$ cat config.mk
export PLATFORM = sky130hd
export DESIGN_NAME = rom_port_arbiter
export DESIGN_NICKNAME = d
export VERILOG_FILES = /design/src/rtl/rom_arb_pkg.sv /design/src/rtl/rr_arb2.sv /design/src/rtl/rom_port_arbiter.sv
export SDC_FILE = /design/constraint.sdc
export NUM_CORES = 1
export LEC_CHECK = 0
export CAP_MARGIN = 15
export CORE_MARGIN = 2
export CORE_UTILIZATION = 36
export CTS_CLUSTER_DIAMETER = 150
export DETAILED_ROUTE_END_ITERATION = 12
export PLACE_DENSITY = 0.8
export SLEW_MARGIN = 10
export SYNTH_ARGS = -nofsm -noshare
export SYNTH_HDL_FRONTEND = slang
export SYNTH_SLANG_ARGS = --single-unit
export TNS_END_PERCENT = 20
$ cat constraint.sdc
create_clock -name clk -period 2.5 [get_ports clk]
set_input_delay 0.5 -clock clk [delete_from_list [all_inputs] [get_ports clk]]
set_output_delay 0.5 -clock clk [all_outputs]
set_load 0.005 [all_outputs]
$ cat src/rtl/rom_arb_pkg.sv
// Shared types and default sizing for the boot ROM port arbiter and the ROM wrapper.
package rom_arb_pkg;

  localparam int unsigned ROM_AW_DEF       = 12;
  localparam int unsigned READ_LATENCY_DEF = 2;

  typedef enum logic [1:0] {
    ST_IDLE   = 2'd0,
    ST_ACCESS = 2'd1,
    ST_RESP   = 2'd2
  } state_e;

  typedef enum logic {
    OWN_IF = 1'b0,
    OWN_LS = 1'b1
  } owner_e;

endpackage

$ cat src/rtl/rr_arb2.sv
// Two-way round-robin arbiter: combinational grant, registered last-winner pointer.
module rr_arb2 (
  input  logic       clk,
  input  logic       rst_n,
  input  logic [1:0] i_req,
  output logic [1:0] o_gnt_c
);

  // 1 when requester 1 won the most recent grant; reset so requester 0 wins the first tie
  logic r_last_1;

  always_comb begin
    o_gnt_c = 2'b00;
    case (i_req)
      2'b01:   o_gnt_c = 2'b01;
      2'b10:   o_gnt_c = 2'b10;
      2'b11:   o_gnt_c = r_last_1 ? 2'b01 : 2'b10;
      default: o_gnt_c = 2'b00;
    endcase
  end

  always_ff @(posedge clk or negedge rst_n) begin
    if (!rst_n) begin
      r_last_1 <= 1'b1;
    end else if (|o_gnt_c) begin
      r_last_1 <= o_gnt_c[1];
    end
  end

endmodule

$ cat src/rtl/rom_port_arbiter.sv
// Shares the single-port boot ROM between instruction fetch and the load/store read path,
// one transaction at a time, with range/alignment checking and valid/ready responses.
module rom_port_arbiter
  import rom_arb_pkg::*;
#(
  parameter int unsigned ROM_AW       = ROM_AW_DEF,
  parameter logic [63:0] BASE_ADDR    = 64'h0,
  parameter int unsigned READ_LATENCY = READ_LATENCY_DEF
) (
  input  logic              clk,
  input  logic              rst_n,
  input  logic              if_req,
  input  logic [63:0]       if_addr,
  output logic              if_gnt,
  input  logic              if_flush,
  output logic              if_rsp_valid,
  output logic [31:0]       if_rsp_data,
  output logic              if_rsp_err,
  input  logic              if_rsp_ready,
  input  logic              ls_req,
  input  logic [63:0]       ls_addr,
  output logic              ls_gnt,
  output logic              ls_rsp_valid,
  output logic [31:0]       ls_rsp_data,
  output logic              ls_rsp_err,
  input  logic              ls_rsp_ready,
  output logic              rom_ce,
  output logic [ROM_AW-1:0] rom_addr,
  input  logic [31:0]       rom_data
);

  localparam int unsigned CNT_W     = $clog2(READ_LATENCY + 1);
  localparam logic [63:0] ROM_BYTES = 64'd4 << ROM_AW;

  state_e              r_state;
  owner_e              r_owner;
  logic [CNT_W-1:0]    r_cnt;
  logic                r_if_rsp_valid;
  logic                r_ls_rsp_valid;
  logic [31:0]         r_rsp_data;
  logic                r_rsp_err;
  logic                r_rom_ce;
  logic [ROM_AW-1:0]   r_rom_addr;

  logic [1:0]          w_req;
  logic [1:0]          w_gnt;
  logic                w_accept;
  logic [63:0]         w_addr;
  logic [63:0]         w_off;
  logic                w_err;
  logic                w_rsp_ready;
  logic                w_flush_own;

  // Requests are only arbitrated in IDLE; a flush masks the IF request
  assign w_req = (r_state == ST_IDLE) ? {ls_req, if_req & ~if_flush} : 2'b00;

  rr_arb2 u_rr_arb2 (
    .clk     (clk),
    .rst_n   (rst_n),
    .i_req   (w_req),
    .o_gnt_c (w_gnt)
  );

  assign if_gnt   = w_gnt[0];
  assign ls_gnt   = w_gnt[1];
  assign w_accept = |w_gnt;

  assign w_addr = w_gnt[1] ? ls_addr : if_addr;
  assign w_off  = w_addr - BASE_ADDR;
  assign w_err  = (w_addr[1:0] != 2'b00) || (w_addr < BASE_ADDR) || (w_off >= ROM_BYTES);

  assign w_rsp_ready = (r_owner == OWN_IF) ? if_rsp_ready : ls_rsp_ready;
  assign w_flush_own = if_flush && (r_owner == OWN_IF);

  always_ff @(posedge clk or negedge rst_n) begin
    if (!rst_n) begin
      r_state        <= ST_IDLE;
      r_owner        <= OWN_IF;
      r_cnt          <= '0;
      r_if_rsp_valid <= 1'b0;
      r_ls_rsp_valid <= 1'b0;
      r_rsp_data     <= 32'h0;
      r_rsp_err      <= 1'b0;
      r_rom_ce       <= 1'b0;
      r_rom_addr     <= '0;
    end else begin
      case (r_state)
        ST_IDLE: begin
          if (w_accept) begin
            r_owner <= w_gnt[1] ? OWN_LS : OWN_IF;
            if (w_err) begin
              r_state        <= ST_RESP;
              r_rsp_data     <= 32'h0;
              r_rsp_err      <= 1'b1;
              r_if_rsp_valid <= w_gnt[0];
              r_ls_rsp_valid <= w_gnt[1];
            end else begin
              r_state    <= ST_ACCESS;
              r_rom_ce   <= 1'b1;
              r_rom_addr <= w_off[ROM_AW+1:2];
              r_cnt      <= CNT_W'(READ_LATENCY);
            end
          end
        end
        ST_ACCESS: begin
          if (w_flush_own) begin
            r_state  <= ST_IDLE;
            r_rom_ce <= 1'b0;
          end else if (r_cnt == CNT_W'(1)) begin
            r_state        <= ST_RESP;
            r_rom_ce       <= 1'b0;
            r_rsp_data     <= rom_data;
            r_rsp_err      <= 1'b0;
            r_if_rsp_valid <= (r_owner == OWN_IF);
            r_ls_rsp_valid <= (r_owner == OWN_LS);
          end else begin
            r_cnt <= r_cnt - CNT_W'(1);
          end
        end
        ST_RESP: begin
          // A handshake and a flush in the same cycle both end in IDLE with valid low
          if (w_rsp_ready || w_flush_own) begin
            r_state        <= ST_IDLE;
            r_if_rsp_valid <= 1'b0;
            r_ls_rsp_valid <= 1'b0;
          end
        end
        default: begin
          r_state <= ST_IDLE;
        end
      endcase
    end
  end

  assign if_rsp_valid = r_if_rsp_valid;
  assign ls_rsp_valid = r_ls_rsp_valid;
  assign if_rsp_data  = r_rsp_data;
  assign ls_rsp_data  = r_rsp_data;
  assign if_rsp_err   = r_rsp_err;
  assign ls_rsp_err   = r_rsp_err;
  assign rom_ce       = r_rom_ce;
  assign rom_addr     = r_rom_addr;

endmodule

==> reports/results.tsv, run 1 <==
stage	metric	value	unit
detailed_routing	routed wire length	13.79	mm
job	max_cap viols	0	
worst_setup_path	CP max stage delay	420	ps
die	Die Span Y	103.9	um
clocking	Clock Tree Buf Depth	2	
power_and_ir_drop	combinational share of power	40.0	%
power_and_ir_drop	total power	2.584	mW
worst_setup_path	CP max FO	7	
final_layout	commonest non-fill, non-tap cell in the layout	clkdlybuf4s50_1	
worst_setup_path	Crit-path slowest cell	clkdlybuf4s50_1	
clocking	TritonCTS Sinks	54	
sta	Fin Clk Skew	11.00	ps
power_and_ir_drop	leak pwr	2.529	nW
detailed_routing	vias	4080	
sta	relative slew slack	54.00	%
sta	Fmax	413.7	MHz
place	placed cells	733	
detailed_routing	wire length per cell	18.46	um
worst_setup_path	crit end category	register	
final_layout	Layout Utilization	65.73	%
worst_setup_path	Critical Path Start Type	primary input	
die	row count	36	
clocking	Post-CTS Hold Buffers	0	
worst_setup_path	worst reg2reg path startpoint	r_state[1]$_DFFE_PN0P_	
clocking	Worst-Skew Late Latency	310	ps
final_layout	number of diodes	0	
power_and_ir_drop	clock network fraction of total power	23.3	%
sta	RSZ-0062 raised after global routing	no	
global_routing	gr usage total	24.28	%
final_layout	final instance area	0.006395	mm2
detailed_routing	vias per cell	5.462	
detailed_routing	Post-DRT Antenna Nets	0	
sta	period utilisation layout	96.70	%
yosys	Netlist cell types	37	
hold_path	Hold WC Path Type	primary input to asynchronous set/reset pin	
place	port bufs	249	
final_layout	fin cells	747	
sta	final hold violations	0	
clocking	Max H-tree Level	2	
worst_setup_path	crit path DAT	2620	ps
sta	setup ws final	82.59	ps
power_and_ir_drop	Switching Power	0.7929	mW
power_and_ir_drop	Internal	1.791	mW
global_routing	grt ovf	0	
worst_setup_path	Top Family by Delay on Critical Path	buffers and inverters	
yosys	Syn Std Cell Area	0.003591	mm2
worst_setup_path	most used cell, CP	buf_4	
worst_setup_path	WS Path Type	primary input to register	
yosys	Syn Nets	551	
power_and_ir_drop	Flop pwr share	36.8	%
final_layout	synthesis-to-finish area growth	78.08	%
clocking	CTS tree	built	
sta	Slew Limit Fails	0	
power_and_ir_drop	peak supply drop	0.3051	mV
yosys	Post-Syn Instances	379	
sta	Worst Tran Pin Value	690.0	ps
place	HPWL after DPL	9.925	mm
clocking	root buf cell	clkbuf_8	
clocking	cts bufs inserted	5	
place	pre-CTS WS	-712.3	ps
final_layout	leading cell types in the layout, fill and taps excluded	clkdlybuf4s50_1 (239), dfrtp_1 (53), o21ai_0 (43)	
sta	clock period minus worst slack	2417	ps
yosys	Seq/Total Area, Yosys	37.67	%
detailed_routing	Detailed Route Iter0 Violations	262	
sta	Hold WS	308.5	ps
worst_setup_path	Critical Path RT	2700	ps
detailed_routing	first-pass iteration count of the detailed router	6	
yosys	Avg Inst Size Synth	9.475	um2
final_layout	ratio of cells with drive above 1 in the final layout	14.66	%
power_and_ir_drop	P per Cell Area	404.0	mW/mm2
worst_setup_path	critical path buffer and inverter count	5	
die	Die ar.	0.01079	mm2
die	Core Area	0.009729	mm2
place	gpl congestion	0.8820	
sta	final setup fails	0	
detailed_routing	# DRC	0	
global_routing	first-pass GRT wire length	21.84	mm
global_routing	largest net degree at the start of global routing	55	
global_routing	initial antenna violation count	0	
die	IO Count	250	
worst_setup_path	critical path launch point	if_flush	
yosys	Synth Register Bits	54	
global_routing	number of global-route vias before repair	4206	
yosys	Ys Warns	0	
final_layout	final net count	785	
worst_setup_path	crit-path cells	clkdlybuf4s50_1, nand3b_1, nand4b_1, nor4_2, buf_4, buf_4, nor3_1, nor2_2, buf_4, buf_4, a221o_1	
run_status	run status	completed	
clocking	clock-pin slew of the registers on the worst-case setup and hold paths	110	ps
power_and_ir_drop	sw frac	30.69	%
place	placed cell areas	0.006106	mm2
sta	TNS Setup	0	ps
die	die width	103.9	um
die	starting density of the core	36.91	%
## power by group through the flow
| stage | Sequential (mW) | Combinational [mW] | Clock [mW] |
|---|---|---|---|
| final | 0.950 | 1.03 | 0.601 |
| after global routing | 0.955 | 1.11 | 0.643 |
| after detailed placement | 0.961 | 0.881 | 0 |
| after floorplan | 0.960 | 0.349 | 0 |
| after global placement | 0.957 | 0.852 | 0 |
| after CTS | 0.948 | 1.00 | 0.615 |
## layout make-up
class / instances / area, um2
Inverter: 8 / 30.03
Sequential cell: 54 / 1353
Clock inverter: 3 / 45.04
Timing Repair Buffer: 283 / 2795
Fill cell: 791 / 3334
Multi-Input combinational cell: 261 / 1937
Clock buffer: 5 / 68.82
Tap cell: 133 / 166.4
## timing repair
action / in CTS / in global routing
gates cloned: 3 / 2
hold endpoints to repair: 0 / 0
gates resized for setup: 19 / 14
setup endpoints to repair: 48 / 46
pin swaps: 7 / 11
setup buffers: 0 / 1
## final timing paths
check | slack, ps | depth (start not counted) | endpoint
max | 80 | 11 | if_rsp_data[15]$_DFFE_PN0P_
min | 310 | 2 | if_rsp_data[3]$_DFFE_PN0P_
max reg2reg | 120 | 12 | if_rsp_data[15]$_DFFE_PN0P_
min reg2reg | 520 | 1 | rom_addr[0]$_DFFE_PN0P_
max in group asynchronous | 1730 | 2 | rom_addr[3]$_DFFE_PN0P_
min in group clk | 520 | 1 | rom_addr[0]$_DFFE_PN0P_
## per-layer routing
layer / wire length (um) / share of wire [%] / vias up / GRT usage [%]
li1: - / - / 1898 / -
met1: 5666 / 41 / 1969 / 30.73
met2: 6885 / 50 / 193 / 41.40
met3: 1071 / 7.8 / 20 / 7.206
met4: 165 / 1.2 / 0 / 4.633
met5: 0 / 0 / - / 0
## registers in the layout, indices dropped and copies added, names as in the netlist, 2 cells and up
name / count
if_rsp_data: 32
r_state: 2
r_cnt: 2
rom_addr: 12
## Yosys cell counts (all sizes together)
cell	n	share of area, %
a22oi	32	6.7
and3	1	0.17
buf	42	8.9
mux2	26	9.2
ha	5	1.7
or2	2	0.35
a221o	32	8.9
nand4b	1	0.24
nor3	5	0.84
o22ai	1	0.17
nand3	9	1.6
nand3b	2	0.42
clkbuf	17	1.8
a311o	1	0.28
o21ai	44	6.1
o21a	1	0.21
a211o	1	0.24
nor2	8	0.84
or4	2	0.42
nand2b	2	0.35
dfrtp	53	37
nand2	39	4.1
nand4	4	0.70
a21oi	9	1.3
nor4	26	4.9
inv	8	0.84
o221ai	2	0.49
nor2b	3	0.52
dfstp	1	0.73
## logic make-up (layout without fill, tap and decap cells)
| kind of cell | after synthesis | count (layout) | synth area share (%) |
|---|---|---|---|
| buf+inv | 67 | 299 | 11.53 |
| compound gates | 123 | 123 | 24.39 |
| flops | 54 | 54 | 37.67 |
| fa+ha+maj | 5 | 5 | 1.742 |
| simple gates | 104 | 107 | 15.47 |
| mux | 26 | 26 | 9.198 |
(Power assumes the default switching activity.)
==> run 2: changes to the inputs <==
--- a/config.mk
+++ b/config.mk
@@ -6,11 +6,10 @@
 export NUM_CORES = 1
 export LEC_CHECK = 0
 export CAP_MARGIN = 15
-export CORE_MARGIN = 2
 export CORE_UTILIZATION = 36
 export CTS_CLUSTER_DIAMETER = 150
 export DETAILED_ROUTE_END_ITERATION = 12
-export PLACE_DENSITY = 0.8
+export PLACE_DENSITY = 0.82
 export SLEW_MARGIN = 10
 export SYNTH_ARGS = -nofsm -noshare
 export SYNTH_HDL_FRONTEND = slang
==> constraint.sdc (replaced) <==
create_clock -name clk -period 2.5 [get_ports clk]
set_input_delay 0.75 -clock clk [delete_from_list [all_inputs] [get_ports clk]]
set_output_delay 0.75 -clock clk [all_outputs]
set_load 0.005 [all_outputs]
==> run 2 against run 1 <==
  * The run now ends with negative setup slack left
  * Via count is 2.1% lower
  * Clock power hardly changed
  * Design area up 1.7%
  * Combinational power down 14%
  * Sequential power up 0.5%
  * Setup slack worse by 210 ps
  * Count of clock-buffer cells in the layout did not move
  * Clock skew hardly changed
  * Utilization is 1.1 points higher
  * Largest cell class unchanged
==> reports/results.tsv, run 2 (synthesis gave the netlist of run 1 again) <==
stage	metric	value	unit	change
worst_setup_path	Critical Path Start Type	primary input		
detailed_routing	wire length per cell	17.90	um	-3.0%
sta	Hold WS	420.5	ps	+112.0 ps
worst_setup_path	crit-path cells	buf_6, or4_4, a311o_1, nor4_4, or2_4, buf_12, nand3_4, mux2_4		
global_routing	met3 GRT Util	6.498	%	-0.71 points
sta	Worst Tran Pin Value	498.5	ps	-191.5 ps
worst_setup_path	worst r2r path cells	9		-3
clocking	Worst-Skew Late Latency	310	ps	about the same
global_routing	number of global-route vias before repair	4088		-2.8%
power_and_ir_drop	P per Cell Area	375.3	mW/mm2	-7.1%
die	die width	101.9	um	-1.9%
detailed_routing	Detailed Route Iter0 Violations	206		-21%
run_status	failing checks	negative setup slack		
run_status	run status	finished, violations left		
sta	Fmax	380.8	MHz	-7.9%
global_routing	met2 usage	42.41	%	+1.0 points
sta	setup ws final	-125.8	ps	-208.4 ps
clocking	Post-CTS Hold Buffers	0		unchanged
worst_setup_path	CP max FO	6		-1
die	Die ar.	0.01038	mm2	-3.8%
die	Core Area	0.009729	mm2	unchanged
worst_setup_path	crit end category	register		
place	port bufs	249		unchanged
detailed_routing	# DRC	0		unchanged
clocking	cts bufs inserted	5		unchanged
job	max_cap viols	0		unchanged
power_and_ir_drop	leak pwr	2.717	nW	+7.4%
detailed_routing	first-pass iteration count of the detailed router	4		-2
final_layout	Layout Utilization	66.86	%	+1.1 points
detailed_routing	vias	3995		-2.1%
sta	final setup fails	48		+48
global_routing	initial antenna violation count	1		+1
global_routing	GRT Max-Usage Layer	met2		
detailed_routing	routed wire length	13.24	mm	-4.0%
final_layout	commonest non-fill, non-tap cell in the layout	clkdlybuf4s50_1		
worst_setup_path	WS Path Type	primary input to register		
sta	Fin Clk Skew	10.82	ps	-0.1738 ps
final_layout	ratio of cells with drive above 1 in the final layout	17.49	%	+2.8 points
final_layout	final net count	777		-1.0%
sta	Slew Limit Fails	0		unchanged
die	starting density of the core	36.91	%	unchanged
clocking	Max H-tree Level	2		unchanged
final_layout	synthesis-to-finish area growth	81.15	%	
detailed_routing	vias per cell	5.399		-1.2%
sta	clock period minus worst slack	2626	ps	+208.4 ps
die	IO Count	250		unchanged
worst_setup_path	R2R Setup Slk	-30	ps	-150 ps
global_routing	M1 GR Usage	30.69	%	-0.046 points
worst_setup_path	worst reg2reg path startpoint	r_state[1]$_DFFE_PN0P_		
worst_setup_path	Critical Path RT	2700	ps	about the same
global_routing	grt ovf	0		unchanged
sta	period utilisation layout	105.0	%	+8.3 points
clocking	root buf cell	clkbuf_8		
detailed_routing	Post-DRT Antenna Nets	0		unchanged
worst_setup_path	reg2reg end	rom_addr[5]$_DFFE_PN0P_		
hold_path	Hold WC Path Type	primary input to asynchronous set/reset pin		
global_routing	first-pass GRT wire length	20.01	mm	-8.4%
sta	final hold violations	0		unchanged
power_and_ir_drop	peak supply drop	0.3252	mV	+6.6%
sta	relative slew slack	66.66	%	+13 points
final_layout	Largest register FFs	32		unchanged
global_routing	gr usage total	24.45	%	+0.17 points
place	HPWL after DPL	9.486	mm	-4.4%
die	Die Span Y	101.9	um	-1.9%
clocking	TritonCTS Sinks	54		unchanged
die	row count	36		unchanged
place	gpl congestion	0.8275		-6.2%
clocking	CTS tree	built		
global_routing	largest net degree at the start of global routing	55		unchanged
worst_setup_path	crit path DAT	2820	ps	+200 ps
sta	RSZ-0062 raised after global routing	yes		
final_layout	leading cell types in the layout, fill and taps excluded	clkdlybuf4s50_1 (202), dfrtp_1 (53), o21ai_0 (43)		
clocking	clock-pin slew of the registers on the worst-case setup and hold paths	100	ps	about the same
clocking	Clock Tree Buf Depth	2		unchanged
worst_setup_path	CP max stage delay	510	ps	+90 ps
worst_setup_path	Crit-path slowest cell	or4_4		
[run 2: cell types whose count changed in the layout (fill, tap and decap cells not counted), sizes merged]
cell,previous run,this run
clkdlybuf4s50,239,202
clkdlybuf4s15,0,2
nor3,8,5
diode,0,1
clkbuf,5,7
nand3,9,10
dlygate4sd2,7,17
dlymetal6s2s,2,20
bufbuf,1,0
[run 2: area by class of cell]
type,count,area [um2]
clock buffers,5,68.82
well taps,133,166.4
clock inverters,3,45.04
diodes,1,2.502
flip-flops and latches,54,1353
inverters,8,30.03
repair buffers,277,2811
fillers,777,3224
multi-input cells,259,2028
[run 2: worst max-delay path: cells and delay by family]
family / cells / cell delay, ps
muxes: 1 / 350
AOI/OAI and AO/OA: 1 / 360
buffers and inverters: 2 / 210
and+or+nand+nor: 4 / 1150
[run 2: layer usage]
layer	wire length (um)	vias to the layer above
met5	0	-
met4	189	0
met3	975	18
met2	6639	168
met1	5439	1932
li1	-	1877
[run 2: timing repair]
action	4_1_cts	5_1_grt
setup buffers	1	0
pin swaps	18	25
gates resized for setup	61	45
gates cloned	2	2
endpoints found under the setup margin	54	52
[run 2: stage by stage]
stage	total power, mW	worst slack (ps)	TNS [ps]	std cells	cell area (um2)
after floorplan	1.309	-185.1	-6297	379	3598
after global placement	1.777	-727.9	-34700	726	6091
after detailed placement	1.796	-751.6	-35280	726	6091
after CTS	2.410	-96.49	-1318	737	6307
after global routing	2.557	-183.0	-5901	740	6505
final	2.441	-125.8	-2844	740	6505
[run 2: how the worst max path moves through the flow]
stage | startpoint | to | slack, ps | cells past startpoint
after CTS | if_addr[39] | rom_addr[5]$_DFFE_PN0P_ | -100 | 8
after floorplan | if_addr[43] | rom_addr[10]$_DFFE_PN0P_ | -190 | 8
after detailed placement | ls_addr[30] | rom_addr[3]$_DFFE_PN0P_ | -750 | 7
after global placement | ls_addr[53] | rom_addr[6]$_DFFE_PN0P_ | -730 | 7
after global routing | ls_addr[45] | rom_addr[5]$_DFFE_PN0P_ | -180 | 8
final | if_addr[59] | rom_addr[5]$_DFFE_PN0P_ | -130 | 8
[run 2: power breakdown]
group	switching [mW]	total (mW)	internal [mW]	leakage (nW)
Sequential	0.0408	0.955	0.914	0.729
Clock	0.303	0.602	0.298	0.0504
Combinational	0.434	0.885	0.450	1.94
Total	0.778	2.44	1.66	2.72
==> run 3: changes to the inputs <==
--- a/config.mk
+++ b/config.mk
@@ -6,10 +6,10 @@
 export NUM_CORES = 1
 export LEC_CHECK = 0
 export CAP_MARGIN = 15
-export CORE_UTILIZATION = 36
+export CORE_UTILIZATION = 37
 export CTS_CLUSTER_DIAMETER = 150
 export DETAILED_ROUTE_END_ITERATION = 12
-export PLACE_DENSITY = 0.82
+export PLACE_DENSITY = 0.84
 export SLEW_MARGIN = 10
 export SYNTH_ARGS = -nofsm -noshare
 export SYNTH_HDL_FRONTEND = slang
==> constraint.sdc (replaced) <==
create_clock -name clk -period 3.25 [get_ports clk]
set_input_delay 0.975 -clock clk [delete_from_list [all_inputs] [get_ports clk]]
set_output_delay 0.975 -clock clk [all_outputs]
set_load 0.005 [all_outputs]
==> run 3 against run 2 <==
  * The flow now finishes without violations
  * Die area shrank 2.7%
  * Combinational power shrank 26%
  * Sequential power shrank 23%
  * Non-clock buffer count shrank 7
  * Register-to-register slack gained 730 ps
  * Critical path type is now primary input to output port
==> reports/results.tsv, run 3 (synthesis gave the netlist of run 1 again) <==
stage	metric	value	unit	change
final_layout	final net count	769		-1.0%
die	IO Count	250		unchanged
clocking	Worst-Skew Late Latency	300	ps	about the same
final_layout	# fillers	730		-6.0%
worst_setup_path	WS Path Type	primary input to output port		
hold_path	Hold WC Path Type	register to register		
die	die width	100.5	um	-1.3%
worst_setup_path	worst reg2reg path startpoint	r_state[0]$_DFFE_PN0P_		
power_and_ir_drop	peak supply drop	0.2234	mV	-31%
worst_setup_path	crit-path cells	clkdlybuf4s50_1, nor2b_4, o21ai_0, nor2_1, dlygate4sd2_1		
clocking	Max H-tree Level	2		unchanged
final_layout	number of diodes	0		-1
sta	Worst Tran Pin Value	701.1	ps	+202.7 ps
sta	TNS Setup	0	ps	+2844 ps
sta	final hold violations	0		unchanged
sta	clock period minus worst slack	3121	ps	
power_and_ir_drop	leak pwr	2.425	nW	-11%
detailed_routing	first-pass iteration count of the detailed router	4		unchanged
sta	Fmax	320.4	MHz	
die	row count	35		-2.8%
detailed_routing	vias per cell	5.470		+1.3%
sta	Fin Clk Skew	11.01	ps	+0.1826 ps
worst_setup_path	Crit-path slowest cell	clkdlybuf4s50_1		
global_routing	number of global-route vias before repair	3892		-4.8%
global_routing	grt ovf	0		unchanged
worst_setup_path	CP max stage delay	480	ps	-30 ps
clocking	TritonCTS Sinks	54		unchanged
hold_path	worst hold start	rom_addr[9]$_DFFE_PN0P_		
die	Die ar.	0.01010	mm2	-2.7%
die	starting density of the core	38.50	%	+1.6 points
detailed_routing	wire length per cell	17.26	um	-3.5%
worst_setup_path	Critical Path RT	2270	ps	-430 ps
worst_setup_path	Worst Setup EP	if_gnt		
place	port bufs	249		unchanged
die	Core Area	0.009328	mm2	-4.1%
power_and_ir_drop	P per Cell Area	299.2	mW/mm2	-20%
global_routing	first-pass GRT wire length	19.61	mm	-2.0%
clocking	Clock Tree Buf Depth	2		unchanged
worst_setup_path	crit path DAT	2150	ps	-670 ps
worst_setup_path	CP max FO	4		-2
worst_setup_path	R2R Setup Slk	700	ps	+730 ps
sta	period utilisation layout	96.04	%	
job	max_cap viols	0		unchanged
sta	RSZ-0062 raised after global routing	no		
worst_setup_path	Critical Path Start Type	primary input		
run_status	run status	completed		
final_layout	ratio of cells with drive above 1 in the final layout	11.06	%	-6.4 points
worst_setup_path	critical path buffer and inverter count	2		unchanged
clocking	Post-CTS Hold Buffers	0		unchanged
final_layout	synthesis-to-finish area growth	72.02	%	
worst_setup_path	cell depth of the worst setup path	5		-3
global_routing	gr usage total	24.44	%	about the same
global_routing	initial antenna violation count	0		-1
clocking	root buf cell	clkbuf_8		
sta	relative slew slack	53.26	%	-13 points
worst_setup_path	worst r2r path cells	9		unchanged
detailed_routing	Detailed Route Iter0 Violations	173		-16%
detailed_routing	Post-DRT Antenna Nets	0		unchanged
final_layout	leading cell types in the layout, fill and taps excluded	clkdlybuf4s50_1 (245), dfrtp_1 (53), o21ai_0 (44)		
detailed_routing	vias	3971		-0.60%
worst_setup_path	critical path launch point	if_req		
worst_setup_path	reg2reg end	rom_addr[9]$_DFFE_PN0P_		
final_layout	Largest register FFs	32		unchanged
sta	Slew Limit Fails	0		unchanged
clocking	CTS tree	built		
detailed_routing	# DRC	0		unchanged
detailed_routing	routed wire length	12.53	mm	-5.4%
worst_setup_path	crit end category	output port		
place	HPWL after DPL	9.604	mm	+1.2%
final_layout	fin cells	726		-1.9%
clocking	clock-pin slew of the registers on the worst-case setup and hold paths	90	ps	about the same
die	Die Span Y	100.5	um	-1.3%
sta	final setup fails	0		-100%
place	placed cells	718		-1.1%
global_routing	largest net degree at the start of global routing	55		unchanged
place	gpl congestion	0.8735		+5.6%
worst_setup_path	Top Family by Delay on Critical Path	buffers and inverters		
final_layout	commonest non-fill, non-tap cell in the layout	clkdlybuf4s50_1		
clocking	cts bufs inserted	5		unchanged
[run 3: worst min-delay path by stage]
stage,slack [ps],to,cells after the start
floorplan,490,r_cnt[1]$_DFFE_PN0P_,2
global placement,490,rom_addr[1]$_DFFE_PN0P_,1
detailed placement,490,rom_addr[5]$_DFFE_PN0P_,1
CTS,530,rom_addr[9]$_DFFE_PN0P_,1
global route,550,rom_addr[11]$_DFFE_PN0P_,1
finish,520,rom_addr[9]$_DFFE_PN0P_,1
[run 3: cell type report]
cell class	count	area [um2]	share of cell area (%)
clock buffers	6	82.58	1.337
clock inverters	1	30.03	0.4861
inverters	8	30.03	0.4861
multi-input cells	258	1854	30.02
flip-flops and latches	54	1353	21.90
well taps	129	161.4	2.613
repair buffers	270	2666	43.16
[run 3: repair_timing]
action | 4_1_cts | 5_1_grt
setup endpoints to repair | 2 | 16
gates resized for setup | 6 | 1
pin swaps | 1 | 0
buffers inserted | 1 | 0
[run 3: power breakdown]
part / internal (mW) / leakage [nW] / total, mW / switching [mW]
Sequential: 0.703 / 0.729 / 0.733 / 0.0299
Combinational: 0.349 / 1.64 / 0.651 / 0.302
Clock: 0.247 / 0.0573 / 0.464 / 0.217
[run 3: stage by stage]
step / power (mW) / utilization, % / setup slack [ps] / hold WS [ps] / area [um2]
after CTS: 1.860 / 66.16 / 120.0 / 526.3 / 6171
final: 1.848 / 66.22 / 128.6 / 524.2 / 6177
after floorplan: 1.007 / - / 330.6 / 489.3 / 3591
after global routing: 1.956 / 66.22 / 43.48 / 545.6 / 6177
after global placement: 1.372 / 64.79 / -169.7 / 487.4 / 6043
after detailed placement: 1.391 / 64.79 / -212.2 / 492.9 / 6043
[run 3: per-layer routing]
layer | global-route usage, % | wire, um | share of wire (%) | up-vias
met3 | 5.062 | 891 | 7.1 | 12
li1 | - | - | - | 1854
met5 | 0 | 0 | 0 | -
met4 | 4.236 | 109 | 0.87 | 0
met2 | 42.73 | 6286 | 50 | 178
met1 | 31.52 | 5247 | 42 | 1927
